`src/rtl/lap_recorder_pkg.sv`:
```
// Shared widths, entry layout and mode encoding for the lap recorder.
package lap_recorder_pkg;
  localparam int BCD_W   = 4;
  localparam int ENTRY_W = 16;

  localparam logic MODE_LIVE   = 1'b0;
  localparam logic MODE_RECALL = 1'b1;

  typedef struct packed {
    logic [BCD_W-1:0] min;
    logic [BCD_W-1:0] deka;
    logic [BCD_W-1:0] sec;
    logic [BCD_W-1:0] deci;
  } entry_t;
endpackage

```
`src/rtl/lap_ram.sv`:
```
// DEPTH x ENTRY_W register file: synchronous write, asynchronous read,
// every entry cleared to zero while rst_n is low.
module lap_ram
  import lap_recorder_pkg::*;
#(
  parameter int DEPTH = 4
) (
  input  logic                       clk,
  input  logic                       rst_n,
  input  logic                       we_i,
  input  logic [$clog2(DEPTH)-1:0]   waddr_i,
  input  logic [ENTRY_W-1:0]         wdata_i,
  input  logic [$clog2(DEPTH)-1:0]   raddr_i,
  output logic [ENTRY_W-1:0]         rdata_o
);
  logic [ENTRY_W-1:0] mem_q [DEPTH];

  always_ff @(posedge clk or negedge rst_n) begin
    if (!rst_n) begin
      for (int i = 0; i < DEPTH; i++) mem_q[i] <= '0;
    end else if (we_i) begin
      mem_q[waddr_i] <= wdata_i;
    end
  end

  assign rdata_o = mem_q[raddr_i];
endmodule

```
`src/rtl/lap_recorder.sv`:
```
// Stopwatch lap store: captures the live BCD time into a ring and lets the
// user step from the newest to the oldest lap before returning to live view.
module lap_recorder
  import lap_recorder_pkg::*;
#(
  parameter int DEPTH = 4
) (
  input  logic                       clk,
  input  logic                       rst,
  input  logic                       lap,
  input  logic                       view,
  input  logic                       clear,
  input  logic [BCD_W-1:0]           live_min,
  input  logic [BCD_W-1:0]           live_deka,
  input  logic [BCD_W-1:0]           live_sec,
  input  logic [BCD_W-1:0]           live_deci,
  output logic [BCD_W-1:0]           disp_min,
  output logic [BCD_W-1:0]           disp_deka,
  output logic [BCD_W-1:0]           disp_sec,
  output logic [BCD_W-1:0]           disp_deci,
  output logic                       recall,
  output logic [$clog2(DEPTH):0]     lap_count,
  output logic [$clog2(DEPTH)-1:0]   view_idx
);
  localparam int AW = $clog2(DEPTH);
  localparam logic [AW:0] CNT_MAX = (AW+1)'(DEPTH);

  logic          mode_q, mode_d;
  logic [AW-1:0] wr_ptr_q, wr_ptr_d;
  logic [AW-1:0] idx_q, idx_d;
  logic [AW:0]   cnt_q, cnt_d;
  logic [AW:0]   step_q, step_d;
  logic          arm_q;
  logic          we;
  logic          lap_g, view_g, clear_g;
  entry_t        live_e, rd_e, disp_e;

  // Pulses landing on the first edge after reset release are discarded.
  assign lap_g   = lap   & arm_q;
  assign view_g  = view  & arm_q;
  assign clear_g = clear & arm_q;

  assign live_e = '{min: live_min, deka: live_deka, sec: live_sec, deci: live_deci};

  always_comb begin
    mode_d   = mode_q;
    wr_ptr_d = wr_ptr_q;
    idx_d    = idx_q;
    cnt_d    = cnt_q;
    step_d   = step_q;
    we       = 1'b0;
    if (clear_g) begin
      mode_d   = MODE_LIVE;
      wr_ptr_d = '0;
      idx_d    = '0;
      cnt_d    = '0;
      step_d   = '0;
    end else if (lap_g) begin
      if (mode_q == MODE_LIVE) begin
        we       = 1'b1;
        wr_ptr_d = wr_ptr_q + 1'b1;
        if (cnt_q != CNT_MAX) cnt_d = cnt_q + 1'b1;
      end
    end else if (view_g) begin
      if (mode_q == MODE_LIVE) begin
        if (cnt_q != '0) begin
          mode_d = MODE_RECALL;
          idx_d  = wr_ptr_q - 1'b1;
          step_d = (AW+1)'(1);
        end
      end else if (step_q == cnt_q) begin
        mode_d = MODE_LIVE;
        idx_d  = '0;
        step_d = '0;
      end else begin
        idx_d  = idx_q - 1'b1;
        step_d = step_q + 1'b1;
      end
    end
  end

  always_ff @(posedge clk or negedge rst) begin
    if (!rst) begin
      mode_q   <= MODE_LIVE;
      wr_ptr_q <= '0;
      idx_q    <= '0;
      cnt_q    <= '0;
      step_q   <= '0;
      arm_q    <= 1'b0;
    end else begin
      mode_q   <= mode_d;
      wr_ptr_q <= wr_ptr_d;
      idx_q    <= idx_d;
      cnt_q    <= cnt_d;
      step_q   <= step_d;
      arm_q    <= 1'b1;
    end
  end

  lap_ram #(.DEPTH(DEPTH)) u_ram (
    .clk     (clk),
    .rst_n   (rst),
    .we_i    (we),
    .waddr_i (wr_ptr_q),
    .wdata_i (live_e),
    .raddr_i (idx_q),
    .rdata_o (rd_e)
  );

  assign disp_e    = (mode_q == MODE_RECALL) ? rd_e : live_e;
  assign disp_min  = disp_e.min;
  assign disp_deka = disp_e.deka;
  assign disp_sec  = disp_e.sec;
  assign disp_deci = disp_e.deci;
  assign recall    = mode_q;
  assign lap_count = cnt_q;
  assign view_idx  = idx_q;
endmodule
```
`config.mk`:
```
export PLATFORM = sky130hd
export DESIGN_NAME = lap_recorder
export DESIGN_NICKNAME = d
export VERILOG_FILES = /design/src/rtl/lap_recorder_pkg.sv /design/src/rtl/lap_ram.sv /design/src/rtl/lap_recorder.sv
export SDC_FILE = /design/constraint.sdc
export NUM_CORES = 1
export LEC_CHECK = 0
export BUFFER_PORTS_ARGS = -buffer_cell sky130_fd_sc_hd__buf_4
export CORE_ASPECT_RATIO = 1.1
export CORE_UTILIZATION = 30
export DETAILED_ROUTE_END_ITERATION = 8
export SYNTH_ARGS = -nofsm -noshare
export SYNTH_HDL_FRONTEND = slang
export SYNTH_SLANG_ARGS = --single-unit
```
`constraint.sdc`:
```
create_clock -name clk -period 2.1 [get_ports clk]
set_input_delay 0.42 -clock clk [delete_from_list [all_inputs] [get_ports clk]]
set_output_delay 0.42 -clock clk [all_outputs]
set_load 0.03 [all_outputs]
```
After elaboration in Yosys (flattened, before gate mapping)

Cells that the tools add are included.

Output and inout bits: 22
Word-level logic and storage cells: 72
Register bits: 76

$lt $le $gt $ge: 3
Reduce and logical (&&, ||, !) cells: 10
Bitwise operators: 5
Muxes and demuxes: 35
$add $sub $neg: 5
Eq/ne operators: 4

Operators by type and width:

| operator                                                             | count |
|---|---|
| 64-bit bitwise mux                                                   | 1 |
| 16-bit 2-to-1 mux                                                    | 4 |
| 16-bit binary-select mux with 2-bit select                           | 1 |
| 16-bit demux with 2-bit select                                       | 1 |
| 3-bit 2-to-1 mux                                                     | 10 |
| 2-bit 2-to-1 mux                                                     | 9 |
| 1-bit 2-to-1 mux                                                     | 9 |
| 3-bit by 1-bit adder with 3-bit output, second input constant        | 2 |
| 3-bit greater-or-equal comparator, second input constant             | 2 |
| 2-bit NOT with 3-bit output                                          | 2 |
| 3-bit AND reduction                                                  | 2 |
| 2-bit nonzero test                                                   | 3 |
| 3-bit nonzero test                                                   | 2 |
| 2-bit by 1-bit != test with 1-bit output, second input constant      | 2 |
| 2-bit AND reduction                                                  | 2 |
| 2-bit by 1-bit subtractor with 2-bit output, second input constant   | 2 |
| 1-bit AND                                                            | 3 |
| 3-bit equality test                                                  | 1 |
| 3-bit by 1-bit < comparator with 1-bit output, second input constant | 1 |
| 3-bit != test, second input constant                                 | 1 |
| 2-bit by 1-bit adder with 2-bit output, second input constant        | 1 |
| 1-bit logical AND                                                    | 1 |

Logic depth before layout (Yosys ltp)

Depth after elaboration: 6
Mapped depth: 6
Mapped depth without buffers: 6

Cells and area by module

From an unflattened synthesis, not the netlist that was laid out.

Cells, all modules: 242
Area total of the unflattened synthesis: 3672.3 um^2

Modules (own cells, without submodules):

| module       | sequential area each (um^2) | instances | cells each | area each (um^2) |
|---|---|---|---|---|
| lap_ram      | 1601.5                      | 1         | 156        | 2792.7 |
| lap_recorder | 300.3                       | 1         | 86         | 879.6 |

Worst setup path before layout

Ideal clock, no wire load.

Kind: register to output
Start point: register idx_q[1], in the netlist view_idx[1]
End point: output disp_deka[0]
Stages on the path, launching flop included: 5
Arrival: 1.878 ns
Required time: 1.680 ns
Slack: -0.198 ns
Path through: dfrtp_1 -> clkbuf_1 -> clkbuf_1 -> mux4_2 -> mux2_2

Word-level cells in the longest chain between the ends: 5

Ends and longest elaborated chain:

| item                                                 | line                | RTL |
|---|---|---|
| start: declaration                                   | lap_recorder.sv:30  | `logic [AW-1:0] idx_q, idx_d;` |
| start signal: assignment                             | lap_recorder.sv:93  | `idx_q <= idx_d;` |
| 2-bit NOT with 3-bit output (not written as such)    | lap_ram.sv:26       | `assign rdata_o = mem_q[raddr_i];` |
| 16-bit binary-select mux with 2-bit select           | lap_ram.sv:26       |  |
| 16-bit 2-to-1 mux (not written as such) (2 in a row) | lap_ram.sv:26       |  |
| 16-bit 2-to-1 mux                                    | lap_recorder.sv:110 | `assign disp_e = (mode_q == MODE_RECALL) ? rd_e : live_e;` |
| end: declaration                                     | lap_recorder.sv:18  | `output logic [BCD_W-1:0] disp_deka,` |

No other way between the ends. The select of a mux whose other input is x is not followed.

Final worst setup path

Start point: register idx_q[0], in the netlist view_idx[0]
End point: output disp_deci[2]

Word-level cells in the longest chain between the ends: 5

Ends and longest elaborated chain:

| item                                                 | line                | RTL |
|---|---|---|
| 2-bit NOT with 3-bit output (not written as such)    | lap_ram.sv:26       |  |
| 16-bit binary-select mux with 2-bit select           | lap_ram.sv:26       |  |
| 16-bit 2-to-1 mux (not written as such) (2 in a row) | lap_ram.sv:26       |  |
| 16-bit 2-to-1 mux                                    | lap_recorder.sv:110 |  |
| end: declaration                                     | lap_recorder.sv:20  | `output logic [BCD_W-1:0] disp_deci,` |

No other way between the ends. The select of a mux whose other input is x is not followed.

==> results.yml <==
yosys:
  ys_ff_latch: 76
  postSynth.asyncResetShare_pct: 100.0
  synth.distinct_cells: 33
  yosysTopAreaCellShare_pct: 48.97
  netlist_instances: 254
  syn-num-nets: 282
  syn_area_per_cell_um2: 15.29
  ys_seq_area_share_pct: 48.97
  syn_area_um2: 3884
  yosys.area.top_type: "dfrtp_1"
  synth_edf_count: 0
  yosysWarnings: 0
  ys.flop_type: "dfrtp_1"
  synth_area_leaders: "dfrtp_1 (49%), mux2_4 (15%), mux2_2 (12%)"
clocking:
  clock_sinks: 76
  cts_buffers: 9
  cts-root-buf: "clkbuf_16"
  clkSlewWorstSetupHoldPaths_ns: 0.06
  clock_latency_ns: 0.33
  htree_num_levels: 3
  cts_tree: "done"
  clockBufferDepth: 2
power:
  ir_worst_vdd_mv: 0.6168
  cellPowerDensity_nw_per_um2: 1320
  leakage_nw: 2.314
die:
  die-area_um2: 13410
  core_area_um2: 12640
  io_pins: 43
  die_w_um: 110.5
  dieHeight_um: 121.3
  rows: 43
  start_util_pct: 30.72
hold_path:
  holdPathStages: 2
  hold_class: "input port to flop"
  hold_end: "wr_ptr_q[1]"
  hp-start: "clear"
route:
  drc: 0
  viasPerCell: 4.874
  vias: 2276
  dr.pass1.iters: 4
  drtIter0Drc: 87
  wire_per_inst_um: 17.05
  drtAntennaViolNets: 0
  routed_wl_um: 7964
global_routing:
  antenna_found_initial: 0
  grtUsageTotal_pct: 13.03
  grt_start_max_net_pins: 39
  grt_pass1_vias: 2500
  grt_overflow: 0
  grt_pass1_wl_um: 13410
worst_setup_path:
  cp.required_ns: 1.68
  cp_top_family: "multiplexers"
  worst_path_largest_cell_delay_ns: 0.52
  path_buf_inv: 2
  r2r-start: "arm_q"
  worstPathCellList: "buf_12 > mux4_2 > mux2_4 > buf_6"
  critPathMaxFanout: 12
  crit_type: "flop to primary output"
  endpoint_kind: "primary output"
  reg2regPathDepth: 3
  slowest_stage: "mux4_2"
  startpoint_type: "flop"
  r2r-end: "u_ram.mem_q[30]"
  r2r_slack_ns: 0.32
  arrival_ns: 1.86
sta:
  fmax_mhz: 438.1
  fin_crit_ns: 2.283
  setup_slack_ns: -0.1825
  drv_slew: 0
  finalSetupViolCount: 16
  hold_slack_ns: 0.3236
  fin_skew_ns: 0.005047
  period_share_pct: 108.7
  grt_setup_unrepaired: "true"
  hold_viol_final: 0
place:
  io_buffers: 42
  dpl_cell_area_um2: 4392
  gp_congestion: 0.7412
  hpwl_um: 5220
final_layout:
  finalNetCount: 333
  diodes: 0
  syn_to_final_growth_pct: 23.71
  drive_gt1_share_pct: 53.87
  fin_area_um2: 4805
status:
  violations: "setup timing"
  status: "finished with violations"
flow_run:
  maxCapViolCount: 0
-- worst register-to-register path, cell delays in order (launching register included) --
cell	delay, ns
dfrtp_1	0.51
nor3b_4	0.49
nand2_4	0.30
mux2_4	0.38
-- metal layers --
metal / track usage, % / share of wire (%) / vias to the layer above
li1: - / - / 1029
met1: 16.14 / 45 / 1194
met2: 21.86 / 49 / 41
met3: 3.596 / 3.5 / 12
met4: 4.500 / 1.8 / 0
met5: 0 / 0 / -
-- cell usage after synthesis (all sizes together), types with 2 or more instances --
| library cell | n |
|---|---|
| inv | 6 |
| a21oi | 6 |
| mux2 | 80 |
| a31oi | 3 |
| clkbuf | 5 |
| and3 | 2 |
| xnor2 | 4 |
| nand4 | 2 |
| buf | 8 |
| ha | 7 |
| o21ai | 5 |
| mux4 | 16 |
| nand2b | 3 |
| nand3 | 2 |
| nor2 | 7 |
| dfrtp | 76 |
| o22ai | 2 |
| nand2 | 9 |
| mux2i | 3 |
-- timing repair --
action,CTS,global route
hold buffers,1,0
hold endpoints to repair,17,0
setup endpoints to repair,16,16
buffers inserted,1,1
resized for setup,22,11
-- where the power goes --
group | switching (mW) | internal (mW) | total (mW) | leakage [nW]
registers | 0.355 | 2.06 | 2.42 | 0.970
clock network | 0.562 | 0.830 | 1.39 | 0.131
logic | 1.01 | 1.52 | 2.53 | 1.21
-- cell type report --
cell class / instances / area [µm²]
Inverter: 6 / 22.52
Sequential cell: 76 / 1902
Fill cell: 1165 / 7839
Multi-Input combinational cell: 159 / 1931
Timing Repair Buffer: 53 / 489.2
Tap cell: 157 / 196.4
Clock inverter: 2 / 10.01
Clock buffer: 14 / 254.0
-- worst max path at each step --
stage,startpoint,to,slack (ns),cells past startpoint
detailed placement,view_idx[0],disp_deka[0],0.13,4
CTS,view_idx[0],disp_deka[3],-0.23,4
finish,view_idx[0],disp_deci[2],-0.18,4
global route,view_idx[0],disp_deci[1],-0.25,4
global placement,view_idx[0],disp_deka[0],0.15,4
floorplan,view_idx[1],disp_deka[0],0.04,4
-- per-stage QoR --
stage / instances / setup WS [ns] / utilization [%] / total power [mW] / setup TNS (ns)
floorplan: 254 / 0.03775 / - / 4.160 / 0
global placement: 448 / 0.1488 / 34.74 / 4.734 / 0
detailed placement: 448 / 0.1321 / 34.74 / 4.811 / 0
CTS: 466 / -0.2290 / 37.61 / 6.355 / -3.148
global route: 467 / -0.2536 / 38.00 / 6.701 / -3.564
finish: 467 / -0.1825 / 38.00 / 6.341 / -2.561
-- flip-flops by register name (all words and copies together) (netlist names) --
signal / cells
view_idx: 2
step_q: 3
lap_count: 3
u_ram.mem_q: 64
wr_ptr_q: 2
arm_q: 1
recall: 1
-- logic make-up after synthesis --
family	after synthesis	share of synthesized area (%)
other	1	0.09656
AND/OR/NAND/NOR	30	5.058
multiplexers	99	37.11
XOR/XNOR	5	1.128
AO/OA/AOI/OAI	17	2.513
buffers and inverters	19	2.867
flip-flops	76	48.97
adder cells (fa/ha/maj)	7	2.255
-- layout by cell type, fill, tap and decap left out, drive strengths merged, types with 3 or more instances in the layout --
| cell type | n |
|---|---|
| a21oi | 6 |
| ha | 7 |
| clkbuf | 14 |
| nor2 | 7 |
| mux4 | 16 |
| inv | 6 |
| o21ai | 5 |
| xnor2 | 4 |
| buf | 52 |
| nand2 | 9 |
| mux2i | 3 |
| a31oi | 3 |
| nand2b | 3 |
| dfrtp | 76 |
| mux2 | 80 |
Power figures use the tool's default switching activity.
